<file path="config.mk">
export PLATFORM = sky130hd
export DESIGN_NAME = alu_share_arb
export DESIGN_NICKNAME = d
export VERILOG_FILES = /design/src/rtl/alu_pkg.sv /design/src/rtl/alu.sv /design/src/rtl/alu_share_arb.sv
export SDC_FILE = /design/constraint.sdc
export NUM_CORES = 1
export LEC_CHECK = 0
export ABC_AREA = 1
export BUFFER_PORTS_ARGS = -buffer_cell sky130_fd_sc_hd__buf_2
export CORE_ASPECT_RATIO = 0.9
export CORE_MARGIN = 5
export CORE_UTILIZATION = 55
export DETAILED_ROUTE_END_ITERATION = 8
export HOLD_SLACK_MARGIN = 0.12
export PLACE_DENSITY = 0.77
export SLEW_MARGIN = 20
export SYNTH_ARGS = -nofsm -noshare
export SYNTH_HDL_FRONTEND = slang
export SYNTH_HIERARCHICAL = 1
export SYNTH_SLANG_ARGS = --single-unit
</file>
<file path="constraint.sdc">
create_clock -name clk -period 6.8 [get_ports clk]
set_clock_uncertainty 0.15 [all_clocks]
set_input_delay 2.04 -clock clk [delete_from_list [all_inputs] [get_ports clk]]
set_output_delay 2.04 -clock clk [all_outputs]
set_load 0.03 [all_outputs]
</file>
<file path="src/rtl/alu_pkg.sv">
// Shared ALU op encoding and helpers, used by the arbiter, the ALU and the decoder.
package alu_pkg;

  localparam int unsigned ALUOP_W = 4;

  typedef enum logic [ALUOP_W-1:0] {
    ALU_ADD   = 4'd0,
    ALU_SUB   = 4'd1,
    ALU_SLL   = 4'd2,
    ALU_SLT   = 4'd3,
    ALU_SLTU  = 4'd4,
    ALU_XOR   = 4'd5,
    ALU_SRL   = 4'd6,
    ALU_SRA   = 4'd7,
    ALU_OR    = 4'd8,
    ALU_AND   = 4'd9,
    ALU_PASSB = 4'd10
  } aluop_e;

  localparam logic [ALUOP_W-1:0] ALUOP_MAX = 4'd10;

  // Codes above the last defined op are reserved and reported as errors.
  function automatic logic aluop_illegal(input logic [ALUOP_W-1:0] op);
    return op > ALUOP_MAX;
  endfunction

endpackage

</file>
<file path="src/rtl/alu.sv">
// Combinational integer ALU; shift amounts use the full operand B.
module alu
  import alu_pkg::*;
#(
  parameter int unsigned XLEN = 32
) (
  input  logic [ALUOP_W-1:0] aluop,
  input  logic [XLEN-1:0]    opr_a,
  input  logic [XLEN-1:0]    opr_b,
  output logic [XLEN-1:0]    res
);

  always_comb begin
    res = '0;
    case (aluop)
      ALU_ADD:   res = opr_a + opr_b;
      ALU_SUB:   res = opr_a - opr_b;
      ALU_SLL:   res = opr_a << opr_b;
      ALU_SLT:   res = XLEN'($signed(opr_a) < $signed(opr_b));
      ALU_SLTU:  res = XLEN'(opr_a < opr_b);
      ALU_XOR:   res = opr_a ^ opr_b;
      ALU_SRL:   res = opr_a >> opr_b;
      ALU_SRA:   res = XLEN'($signed(opr_a) >>> opr_b);
      ALU_OR:    res = opr_a | opr_b;
      ALU_AND:   res = opr_a & opr_b;
      ALU_PASSB: res = opr_b;
      default:   res = '0;
    endcase
  end

endmodule

</file>
<file path="src/rtl/alu_share_arb.sv">
// Round-robin arbiter sharing one ALU between two requesters, with a
// registered, id-tagged result and per-requester issue counters.
module alu_share_arb
  import alu_pkg::*;
#(
  parameter int unsigned XLEN  = 32,
  parameter int unsigned CNT_W = 16
) (
  input  logic               clk,
  input  logic               rst,
  input  logic               req0_valid,
  output logic               req0_ready,
  input  logic [ALUOP_W-1:0] req0_aluop,
  input  logic [XLEN-1:0]    req0_opr_a,
  input  logic [XLEN-1:0]    req0_opr_b,
  input  logic               req1_valid,
  output logic               req1_ready,
  input  logic [ALUOP_W-1:0] req1_aluop,
  input  logic [XLEN-1:0]    req1_opr_a,
  input  logic [XLEN-1:0]    req1_opr_b,
  output logic               rsp_valid,
  input  logic               rsp_ready,
  output logic               rsp_id,
  output logic [XLEN-1:0]    rsp_res,
  output logic               rsp_err,
  output logic [CNT_W-1:0]   cnt0,
  output logic [CNT_W-1:0]   cnt1
);

  logic               last_grant;
  logic               can_accept_c;
  logic               gnt0_c;
  logic               gnt1_c;
  logic               accept_c;
  logic [ALUOP_W-1:0] op_c;
  logic [XLEN-1:0]    opr_a_c;
  logic [XLEN-1:0]    opr_b_c;
  logic [XLEN-1:0]    alu_res_c;
  logic               illegal_c;

  // Result slot frees up when empty or being drained this cycle.
  assign can_accept_c = !rsp_valid || rsp_ready;

  // On a tie the requester that did not win last time gets the grant.
  always_comb begin
    gnt0_c = 1'b0;
    gnt1_c = 1'b0;
    if (req0_valid && req1_valid) begin
      gnt0_c = last_grant;
      gnt1_c = !last_grant;
    end else begin
      gnt0_c = req0_valid;
      gnt1_c = req1_valid;
    end
  end

  assign req0_ready = can_accept_c && gnt0_c;
  assign req1_ready = can_accept_c && gnt1_c;
  assign accept_c   = req0_ready || req1_ready;

  always_comb begin
    op_c    = req0_aluop;
    opr_a_c = req0_opr_a;
    opr_b_c = req0_opr_b;
    if (gnt1_c) begin
      op_c    = req1_aluop;
      opr_a_c = req1_opr_a;
      opr_b_c = req1_opr_b;
    end
  end

  assign illegal_c = aluop_illegal(op_c);

  alu #(
    .XLEN (XLEN)
  ) u_alu (
    .aluop (op_c),
    .opr_a (opr_a_c),
    .opr_b (opr_b_c),
    .res   (alu_res_c)
  );

  // Result register: load on accept, clear valid on a drain without refill.
  always_ff @(posedge clk) begin
    if (rst) begin
      rsp_valid <= 1'b0;
      rsp_id    <= 1'b0;
      rsp_res   <= '0;
      rsp_err   <= 1'b0;
    end else if (accept_c) begin
      rsp_valid <= 1'b1;
      rsp_id    <= gnt1_c;
      rsp_res   <= illegal_c ? '0 : alu_res_c;
      rsp_err   <= illegal_c;
    end else if (rsp_ready) begin
      rsp_valid <= 1'b0;
    end
  end

  always_ff @(posedge clk) begin
    if (rst) begin
      last_grant <= 1'b1;
    end else if (accept_c) begin
      last_grant <= gnt1_c;
    end
  end

  // Issue counters wrap naturally at 2^CNT_W.
  always_ff @(posedge clk) begin
    if (rst) begin
      cnt0 <= '0;
      cnt1 <= '0;
    end else begin
      if (req0_ready) cnt0 <= cnt0 + CNT_W'(1);
      if (req1_ready) cnt1 <= cnt1 + CNT_W'(1);
    end
  end

endmodule
</file>
# After elaboration in Yosys (flattened, before gate mapping)
# Index checks and enable logic that the tools add are counted.
[word_totals]
ff_bits = 68
latchBits = 0
ramBits = 0
romBits = 0
input_bits = 141
output_inout_bits = 69
elab_cells = 48
memories = 0
[op_classes]
n_addsub = 4
n_mul = 0
div_mod_pow = 0
n_lt_le_gt_ge = 3
n_eq_ne = 10
n_shift = 3
muxes = 9
bitwise_logic = 3
n_reduce_logical = 9
[op_table]
columns = ["cell", "n"]
rows = [
  ["case mux 32 bit (11 select lines)", 1],
  ["2-to-1 mux 32 bit", 3],
  ["less-than comparator 32 bit", 2],
  ["adder 16 x 1 -> 16 bit (second input constant)", 2],
  ["adder 32 bit", 1],
  ["AND 32 bit", 1],
  ["bitwise OR 32 bit", 1],
  ["left shift 32 x 32 -> 32 bit", 1],
  ["right shift 32 x 32 -> 32 bit", 1],
  [">>> shifter 32 x 32 -> 32 bit", 1],
  ["subtractor 32 bit", 1],
  ["XOR 32 bit", 1],
  ["== test 4 x 3 -> 1 bit (second input constant)", 4],
  ["== test 4 bit (second input constant)", 3],
  ["== test 4 x 2 -> 1 bit (second input constant)", 2],
  ["== test 4 x 1 -> 1 bit (second input constant)", 1],
  ["greater-than comparator 4 bit (second input constant)", 1],
  ["logical NOT 4 bit", 1],
  ["2-to-1 mux 1 bit", 4],
  ["2-to-1 mux 4 bit", 1],
  ["logical AND 1 bit", 3],
  ["logical NOT 1 bit", 2],
  ["logical OR 1 bit", 2],
  ["nonzero test 2 bit", 1],
]

# Logic depth before layout (Yosys ltp)
# Gate-level depths: netlist of run 1.
[logic_depth]
word_depth = 6
mapped_depth = 32
ltp_nobuf = 28

# Cells and area by module
# The synthesis of run 1 kept the hierarchy.
[by_module_without_submodules]
columns = ["module", "n_inst", "cells_each", "area_each_um2", "seq_area_each_um2"]
rows = [
  ["alu", 1, 1962, 9932.0, 0.0],
  ["alu_share_arb", 1, 566, 4007.6, 1361.3],
]

# Least setup slack after synthesis of run 1
# OpenSTA, ideal clock, no wires.
[synth_timing]
path_kind = "input to register"
from = "input port req0_valid"
to = "register rsp_res[29]"
setup_ns = 0.070
t_arrival_ns = 5.746
t_required_ns = 6.580
path_slack_ns = 0.833
cell_stages = 27
n_path_buf = 5
path_cell_list = "nand2_2 -> nand2_2 -> buf_2 -> buf_6 -> mux2_2 -> buf_2 -> inv_1 -> clkbuf_1 -> clkbuf_1 -> ha_1 -> inv_1 -> o21ai_0 -> a21oi_1 -> o21ai_0 -> a21oi_1 -> inv_1 -> nand2_1 -> nand2_1 -> nand2_1 -> nand2_1 -> nand2_1 -> nand3_1 -> nand4_1 -> inv_1 -> nor2_1 -> nand2_1 -> a21oi_1"
[synth_between]
elab_chain_cells = 6
word_cells_on_any_way = 31
cone_classes = "add/sub: 2; order compare: 1; eq/ne: 10; shift: 3; mux: 7; bitwise: 3; reduce/logical: 5"
[synth_rtl]
columns = ["item", "line_no", "text"]
rows = [
  ["from (decl)", "alu_share_arb.sv:11", "input logic req0_valid,"],
  ["logical AND 1 bit *", "alu_share_arb.sv:48", "if (req0_valid && req1_valid) begin"],
  ["2-to-1 mux 1 bit *", "alu_share_arb.sv:48", ""],
  ["2-to-1 mux 32 bit *", "alu_share_arb.sv:65", "if (gnt1_c) begin"],
  ["net opr_b_c[4]", "alu_share_arb.sv:37", "logic [XLEN-1:0] opr_b_c;"],
  ["subtractor 32 bit (tied with other cells)", "alu.sv:17", "ALU_SUB: res = opr_a - opr_b;"],
  ["case mux 32 bit (11 select lines) *", "alu.sv:15", "case (aluop)"],
  ["net alu_res_c[29]", "alu_share_arb.sv:38", "logic [XLEN-1:0] alu_res_c;"],
  ["2-to-1 mux 32 bit *", "alu_share_arb.sv:93", "rsp_res <= illegal_c ? '0 : alu_res_c;"],
  ["to (signal assigned)", "alu_share_arb.sv:93", ""],
  ["to (decl)", "alu_share_arb.sv:24", "output logic [XLEN-1:0] rsp_res,"],
]
# The timed path passes the listed nets; every way through them passes the cells marked *.
# A chain may end at the register's enable or synchronous reset.

# Worst setup path after layout of run 1
[layout_timing]
from = "input port req0_valid"
to = "register rsp_res[8]"
# The elaborated chain is that of the path after synthesis.

==> results.txt, run 1 <==
Initial antenna violation count: 0
Final design area excluding fillers: 0.0154 mm2
Worst setup margin: 0.307 ns
Routed WL: 61300 um
Commonest non-fill, non-tap cell in the layout: nand2_1
Vias in the first global route: 17100
CTS buffer count: 9
Placed Cells: 2987
Syn avg cell area: 5.51 um2
Final ANT Viol Nets: 0
P&R area growth vs syn: 10.3%
Sinks on Clock Net: 68
DP HPWL: 48700 um
Worst Tran Pin Value: 1.17 ns
DIE AREA: 0.0286 mm2
Reg2reg end: rsp_res[8]$_SDFFE_PP0P_
Sequential area share after synthesis: 9.77%
PwrDens: 165 mW/mm2
Post-synth EDFFs: 0
Net count, final: 2900
CTS tree: done
Tot Pwr: 2.54 mW
Fillers: 2631
Max Cap Violations: 0
Peak VDD IR: 0.111 mV
Data arrival time of the critical path: 6.52 ns
Slew headroom: 22.2%
Worst-path fanout max: 32
Setup violators final: 0
Most frequent cells in the layout: 700 x nand2_1, 341 x nand3_1, 255 x inv_1
Critical path's top delay family: compound AO/OA/AOI/OAI gates
RSZ-0062 raised after global routing: no
Layout cells sized above 1: 15.3%
WHS Path Cells: 2
Pre-CTS WS: 0.190 ns
Post-synth net total: 2772
Rows: 55
Die Y: 161 um
FF-to-FF Start: last_grant$_SDFFE_PP1P_
Setup TNS: 0 ns
Mapped Cells: 2528
Yosys reg bits: 68
Required time worst endpoint: 6.83 ns
Initial drt markers: 2791
Slowest CP cell: a2111oi_0
CTS root buf: clkbuf_16
Worst path depth: 21
Buf/Inv on CP: 6
GRT Overall Usage: 40.9%
Reg2reg setup slack: 1.76 ns
Vias per std cell: 6.23
Post-CTS sizing: 0
Ys async rst share: 0%
Drt wl/cell: 20.4 um
Critical path class: input pin to flop
Yosys warns: 6
Final max-slew violation count: 0
Hold path startpoint: rsp_res[10]$_SDFFE_PP0P_
Status: completed
Post-route core utilization: 61.4%
Worst skew pair latency: 0.33 ns
Worst hold slack: 0.318 ns
Period utilization: 95.5%
Synth cell types: 57
Synth Flop Type: dfxtp_1
Finished Layout Cells: 3003
Reg2Reg Depth: 21
Drc violations: 0
Cell Area, Synth: 0.0139 mm2
First-pass GRT wire length: 93200 um
Reg clk slew, reported paths: 0.06 ns
Critical Path Start Type: input pin
Fmax: 0.154 GHz
Slowest stage delay, CP: 0.84 ns
Htree depth: 3
Worst Hold Class: flop to flop
Clock Path Buffers: 2
Port Buffers: 209
Ant diodes: 0
Post-CTS Hold Fix Bufs: 0
Crit path cell chain: buf_2 -> nand2_2 -> nand2_4 -> mux2_2 -> inv_1 -> ha_1 -> inv_1 -> a21o_1 -> a21oi_1 -> nand2_1 -> inv_1 -> o21ai_0 -> a2111oi_0 -> buf_4 -> nand2_1 -> nor2_1 -> nand2_1 -> inv_1 -> nor2_1 -> nand2_1 -> a21oi_1
Worst hold endpoint: rsp_res[10]$_SDFFE_PP0P_
Fin. Hold Viols: 0
RD Place Congestion: 1.11
# IOs: 210
Min Clock Period, post-route: 6.49 ns
Leakage: 7.69 nW
Post-CTS setup buffer count: 0
Worst Setup End Kind: flop
DRT Pass-1 Iters: 7
Vias: 18700
Dpl cell area: 0.0151 mm2
Largest net degree at the start of global routing: 76
Die width: 178 um
GR Overflow Total: 0
Core box area: 0.0250 mm2
Starting Density: 55.6%
==> flip-flops by register name, indices dropped and copies added, names as in the netlist <==
| name | flops |
|---|---|
| last_grant | 1 |
| rsp_res | 32 |
| cnt1 | 16 |
| rsp_err | 1 |
| rsp_valid | 1 |
| rsp_id | 1 |
| cnt0 | 16 |
==> synthesized netlist by cell type, types with 3 or more instances <==
cell | count | share of area (%)
or2_2 | 3 | 0.13
o21ai_2 | 5 | 0.31
inv_1 | 256 | 6.9
o21ai_0 | 121 | 4.3
nand2_4 | 5 | 0.40
nand3_1 | 341 | 12
nand2_1 | 700 | 19
mux2_2 | 64 | 5.2
clkinv_1 | 5 | 0.13
o21a_1 | 3 | 0.16
a31oi_1 | 7 | 0.31
nand4_1 | 34 | 1.5
buf_2 | 37 | 1.3
dfxtp_1 | 68 | 9.8
nand2_2 | 34 | 1.5
a21o_1 | 5 | 0.27
buf_1 | 17 | 0.46
o21ai_1 | 28 | 1.0
nor2_1 | 249 | 6.7
a21oi_1 | 203 | 7.3
o221ai_1 | 10 | 0.63
nor4_1 | 7 | 0.31
a221oi_1 | 23 | 1.4
clkbuf_1 | 54 | 1.5
o22ai_1 | 15 | 0.67
a2111oi_0 | 3 | 0.19
inv_2 | 10 | 0.27
o21bai_1 | 4 | 0.22
nor2_2 | 5 | 0.22
buf_4 | 8 | 0.43
o211ai_1 | 18 | 0.97
ha_1 | 101 | 9.1
nand3_2 | 10 | 0.72
buf_6 | 11 | 0.89
nand3b_1 | 5 | 0.27
nor3_1 | 26 | 0.93
xor2_1 | 5 | 0.31
o2111ai_1 | 3 | 0.19
==> tightest hold or removal path: stages (launching register included) <==
cell and delay, ns:
dfxtp_1 0.31, nand2_1 0.06, a21oi_1 0.05
==> report_power, final <==
part | leakage [nW] | internal [mW] | switching [mW]
logic | 6.98 | 0.460 | 1.14
registers | 0.552 | 0.420 | 0.0137
clock network | 0.162 | 0.331 | 0.179
total | 7.69 | 1.21 | 1.33
==> how the worst max path moves through the flow <==
stage	start	endpoint	slack [ns]
after floorplan	req0_valid	rsp_res[29]$_SDFFE_PP0P_	0.83
after global placement	req0_valid	rsp_res[8]$_SDFFE_PP0P_	0.24
after detailed placement	req0_valid	rsp_res[14]$_SDFFE_PP0P_	0.19
after CTS	req0_valid	rsp_res[14]$_SDFFE_PP0P_	0.53
after global routing	req0_valid	rsp_res[14]$_SDFFE_PP0P_	0.16
final	req0_valid	rsp_res[8]$_SDFFE_PP0P_	0.31
==> per-layer routing <==
layer / part of all wire (%) / GRT usage (%)
met1: 38 / 51.8
met2: 42 / 61.9
met3: 14 / 13.5
met4: 6.6 / 21.0
met5: 0 / 0
==> final cells by class <==
class / instances / area [um2] / area share, %
well taps: 342 / 428 / 2.78
repair buffers: 247 / 1360 / 8.82
clock buffers: 10 / 239 / 1.55
multi-input cells: 2059 / 10900 / 70.8
flip-flops and latches: 68 / 1360 / 8.85
clock inverters: 6 / 87.6 / 0.569
inverters: 271 / 1020 / 6.61
==> cells by family after synthesis <==
group | after synthesis | share of synthesized area [%]
simple gates | 1427 | 44.5
compound gates | 458 | 18.6
buf+inv | 401 | 12.1
fa+ha+maj | 103 | 9.35
flops | 68 | 9.77
mux | 64 | 5.17
xor+xnor | 7 | 0.440
(Power assumes the default switching activity.)
==> run 2, diff against run 1 <==
--- a/config.mk
+++ b/config.mk
@@ -16,5 +16,4 @@
 export SLEW_MARGIN = 20
 export SYNTH_ARGS = -nofsm -noshare
 export SYNTH_HDL_FRONTEND = slang
-export SYNTH_HIERARCHICAL = 1
 export SYNTH_SLANG_ARGS = --single-unit
==> results.txt, run 2 <==
Vias in the first global route: 19000 (+11%)
Reg2reg end: rsp_res[21]$_SDFFE_PP0P_
Worst Setup End Kind: flop
Area contributors post-synth: nand2_1 25%, nand3_1 12%, dfxtp_1 9.1%
Post-CTS Hold Fix Bufs: 0 (unchanged)
Post-synth net total: 3098 (+12%)
Vias per std cell: 6.21 (-0.38%)
Initial drt markers: 3127 (+12%)
# IOs: 210 (unchanged)
FF-to-FF Start: last_grant$_SDFFE_PP1P_
GR Overflow Total: 0 (unchanged)
Leakage: 8.96 nW (+16%)
Max Cap Violations: 0 (unchanged)
Rows: 57 (+3.6%)
Slew headroom: 25.3% (+3.1 points)
Most frequent cells in the layout: 1012 x nand2_1, 348 x nand3_1, 305 x inv_1
Routed WL: 71100 um (+16%)
Most Crowded Layer GR: met2
Yosys warns: 0 (-6)
RD Place Congestion: 1.10 (-0.16%)
Post-synth EDFFs: 0 (unchanged)
Required time worst endpoint: 6.83 ns (about the same)
Hold path startpoint: rsp_res[5]$_SDFFE_PP0P_
First-pass GRT wire length: 108000 um (+16%)
Fmax: 0.157 GHz (+1.8%)
Fin. Hold Viols: 0 (unchanged)
P&R area growth vs syn: 11.6%
Clk pwr share: 17.9% (-2.2 points)
Initial antenna violation count: 1 (+1)
GRT Overall Usage: 44.2% (+3.3 points)
Drt wl/cell: 21.1 um (+3.5%)
Critical Path Start Type: input pin
Starting Density: 55.4% (-0.22 points)
Worst Tran Pin Value: 1.12 ns (-0.0477 ns)
Setup violators final: 0 (unchanged)
Reg power frac: 16.1% (-1.0 points)
Layout cells sized above 1: 13.9% (-1.4 points)
Mapped Cells: 2851 (+13%)
CTS buffer count: 9 (unchanged)
P_int: 1.23 mW (+1.8%)
Synth cell types: 55 (-3.5%)
Met2 GRT Util: 64.8% (+2.9 points)
Ys async rst share: 0% (unchanged)
Worst-path fanout max: 51 (+59%)
Met3 Usage GRT: 13.9% (+0.47 points)
Synth top cells by count: 1012 x nand2_1, 348 x nand3_1, 306 x inv_1
Top-area cell type share of the netlist area: 25.5% (+6.6 points)
Htree depth: 3 (unchanged)
Final design area excluding fillers: 0.0166 mm2 (+8.1%)
DRT Pass-1 Iters: 6 (-1)
Die width: 184 um (+3.2%)
CTS root buf: clkbuf_16
Post-CTS setup buffer count: 0 (unchanged)
Worst setup margin: 0.422 ns (+0.115 ns)
Ant diodes: 0 (unchanged)
Worst skew pair latency: 0.34 ns (about the same)
Top-count cell post-synth: nand2_1
Final ANT Viol Nets: 0 (unchanged)
Setup TNS: 0 ns (unchanged)
Register area: 0.00136 mm2 (unchanged)
Syn avg cell area: 5.23 um2 (-5.2%)
Largest register FFs: 32 (unchanged)
Clock Path Buffers: 2 (unchanged)
Yosys reg bits: 68 (unchanged)
Net count, final: 3251 (+12%)
Sequential area share after synthesis: 9.13% (-0.63 points)
Biggest register: rsp_res
Reg clk slew, reported paths: 0.06 ns (about the same)
Commonest non-fill, non-tap cell in the layout: nand2_1
Critical path class: input pin to flop
Period utilization: 93.8% (-1.7 points)
Reg2Reg Depth: 16 (-24%)
Final max-slew violation count: 0 (unchanged)
Grt met1 use: 58.6% (+6.8 points)
Peak VDD IR: 0.143 mV (+30%)
Fillers: 2776 (+5.5%)
Post-CTS sizing: 0 (unchanged)
Port Buffers: 209 (unchanged)
PwrDens: 165 mW/mm2 (about the same)
Synth Flop Type: dfxtp_1
Core box area: 0.0269 mm2 (+7.3%)
Sinks on Clock Net: 68 (unchanged)
Top flop regs: rsp_res x32, cnt0 x16, cnt1 x16
Gate power share: 65.9% (+3.0 points)
Worst Hold Class: flop to flop
Pre-CTS WS: 0.324 ns (+0.134 ns)
Drc violations: 0 (unchanged)
RSZ-0062 raised after global routing: no
Multi-input logic area: 0.0116 mm2 (+6.5%)
DP HPWL: 55800 um (+15%)
Synth area leader: nand2_1
CTS tree: done
DIE AREA: 0.0305 mm2 (+6.5%)
Switching Fraction: 55.1% (+2.8 points)
Vias: 20900 (+12%)
Reg2reg setup slack: 1.90 ns (+0.14 ns)
WHS Path Cells: 2 (unchanged)
Data arrival time of the critical path: 6.41 ns (-0.11 ns)
Cell Area, Synth: 0.0149 mm2 (+6.9%)
Sw Pwr: 1.51 mW (+14%)
Worst hold endpoint: rsp_res[5]$_SDFFE_PP0P_
Min Clock Period, post-route: 6.38 ns (-0.115 ns)
Dpl cell area: 0.0163 mm2 (+8.4%)
Status: completed
Worst hold slack: 0.316 ns (-0.00254 ns)
Largest net degree at the start of global routing: 107 (+41%)
Die Y: 166 um (+3.2%)
==> run 2: worst max-delay path, cell delays in order <==
cell and delay, ns:
buf_2 0.12, nand2_4 0.26, nand2_8 0.27, o21ai_0 0.65, ha_1 0.44, nor2_1 0.23, inv_1 0.09, nor4_1 0.73
nand2_1 0.11, o211ai_1 0.51, nand2_1 0.12, nand2_1 0.10, o2111ai_1 0.28, nor2_1 0.18, nand2_1 0.07, nand2_1 0.07
a21oi_1 0.06
==> run 2: how the worst max path moves through the flow <==
| stage | startpoint | endpoint | slack (ns) | cells after the start |
|---|---|---|---|---|
| floorplan | req1_valid | rsp_res[19]$_SDFFE_PP0P_ | 1.15 | 24 |
| global placement | req0_valid | rsp_res[21]$_SDFFE_PP0P_ | 0.39 | 21 |
| detailed placement | req0_valid | rsp_res[24]$_SDFFE_PP0P_ | 0.32 | 28 |
| CTS | req0_valid | rsp_res[24]$_SDFFE_PP0P_ | 0.67 | 28 |
| global route | req0_valid | rsp_res[21]$_SDFFE_PP0P_ | 0.15 | 21 |
| finish | req0_valid | rsp_res[21]$_SDFFE_PP0P_ | 0.42 | 17 |
==> run 2: kinds of logic after synthesis <==
family,Yosys count,share of synthesized area [%]
AOI/OAI and AO/OA,470,18.0
buffers and inverters,473,13.2
xor gates and xnor gates,9,0.529
DFF,68,9.13
and+or+nand+nor,1725,50.1
adders and majority gates,106,9.00
==> run 2: per-layer routing <==
layer	vias to the layer above	wire (um)
met4	2	4450
met3	306	10400
met1	9364	27500
li1	9601	-
met2	1614	28700
met5	-	13
==> run 2: area by class of cell <==
type                    instances  share of cell area, %
flip-flops and latches         68                   8.19
multi-input cells            2310                   69.8
inverters                     319                   7.20
well taps                     354                   2.66
clock inverters                 6                  0.421
repair buffers                296                   10.3
clock buffers                  10                   1.44
==> run 2: per-stage QoR <==
stage	instances	total power [mW]	util, %
floorplan	2851	1.61	-
detailed placement	3347	2.17	60.7
global placement	3347	2.15	60.7
global route	3363	2.91	61.8
CTS	3363	2.66	61.8
finish	3363	2.75	61.8
==> run 2: power groups by stage <==
stage | combinational [mW] | clock, mW | sequential, mW
2_1_floorplan | 1.12 | 0 | 0.489
3_3_place_gp | 1.70 | 0 | 0.449
3_5_place_dp | 1.72 | 0 | 0.449
4_1_cts | 1.73 | 0.493 | 0.441
5_1_grt | 1.95 | 0.512 | 0.444
6_report | 1.81 | 0.493 | 0.443
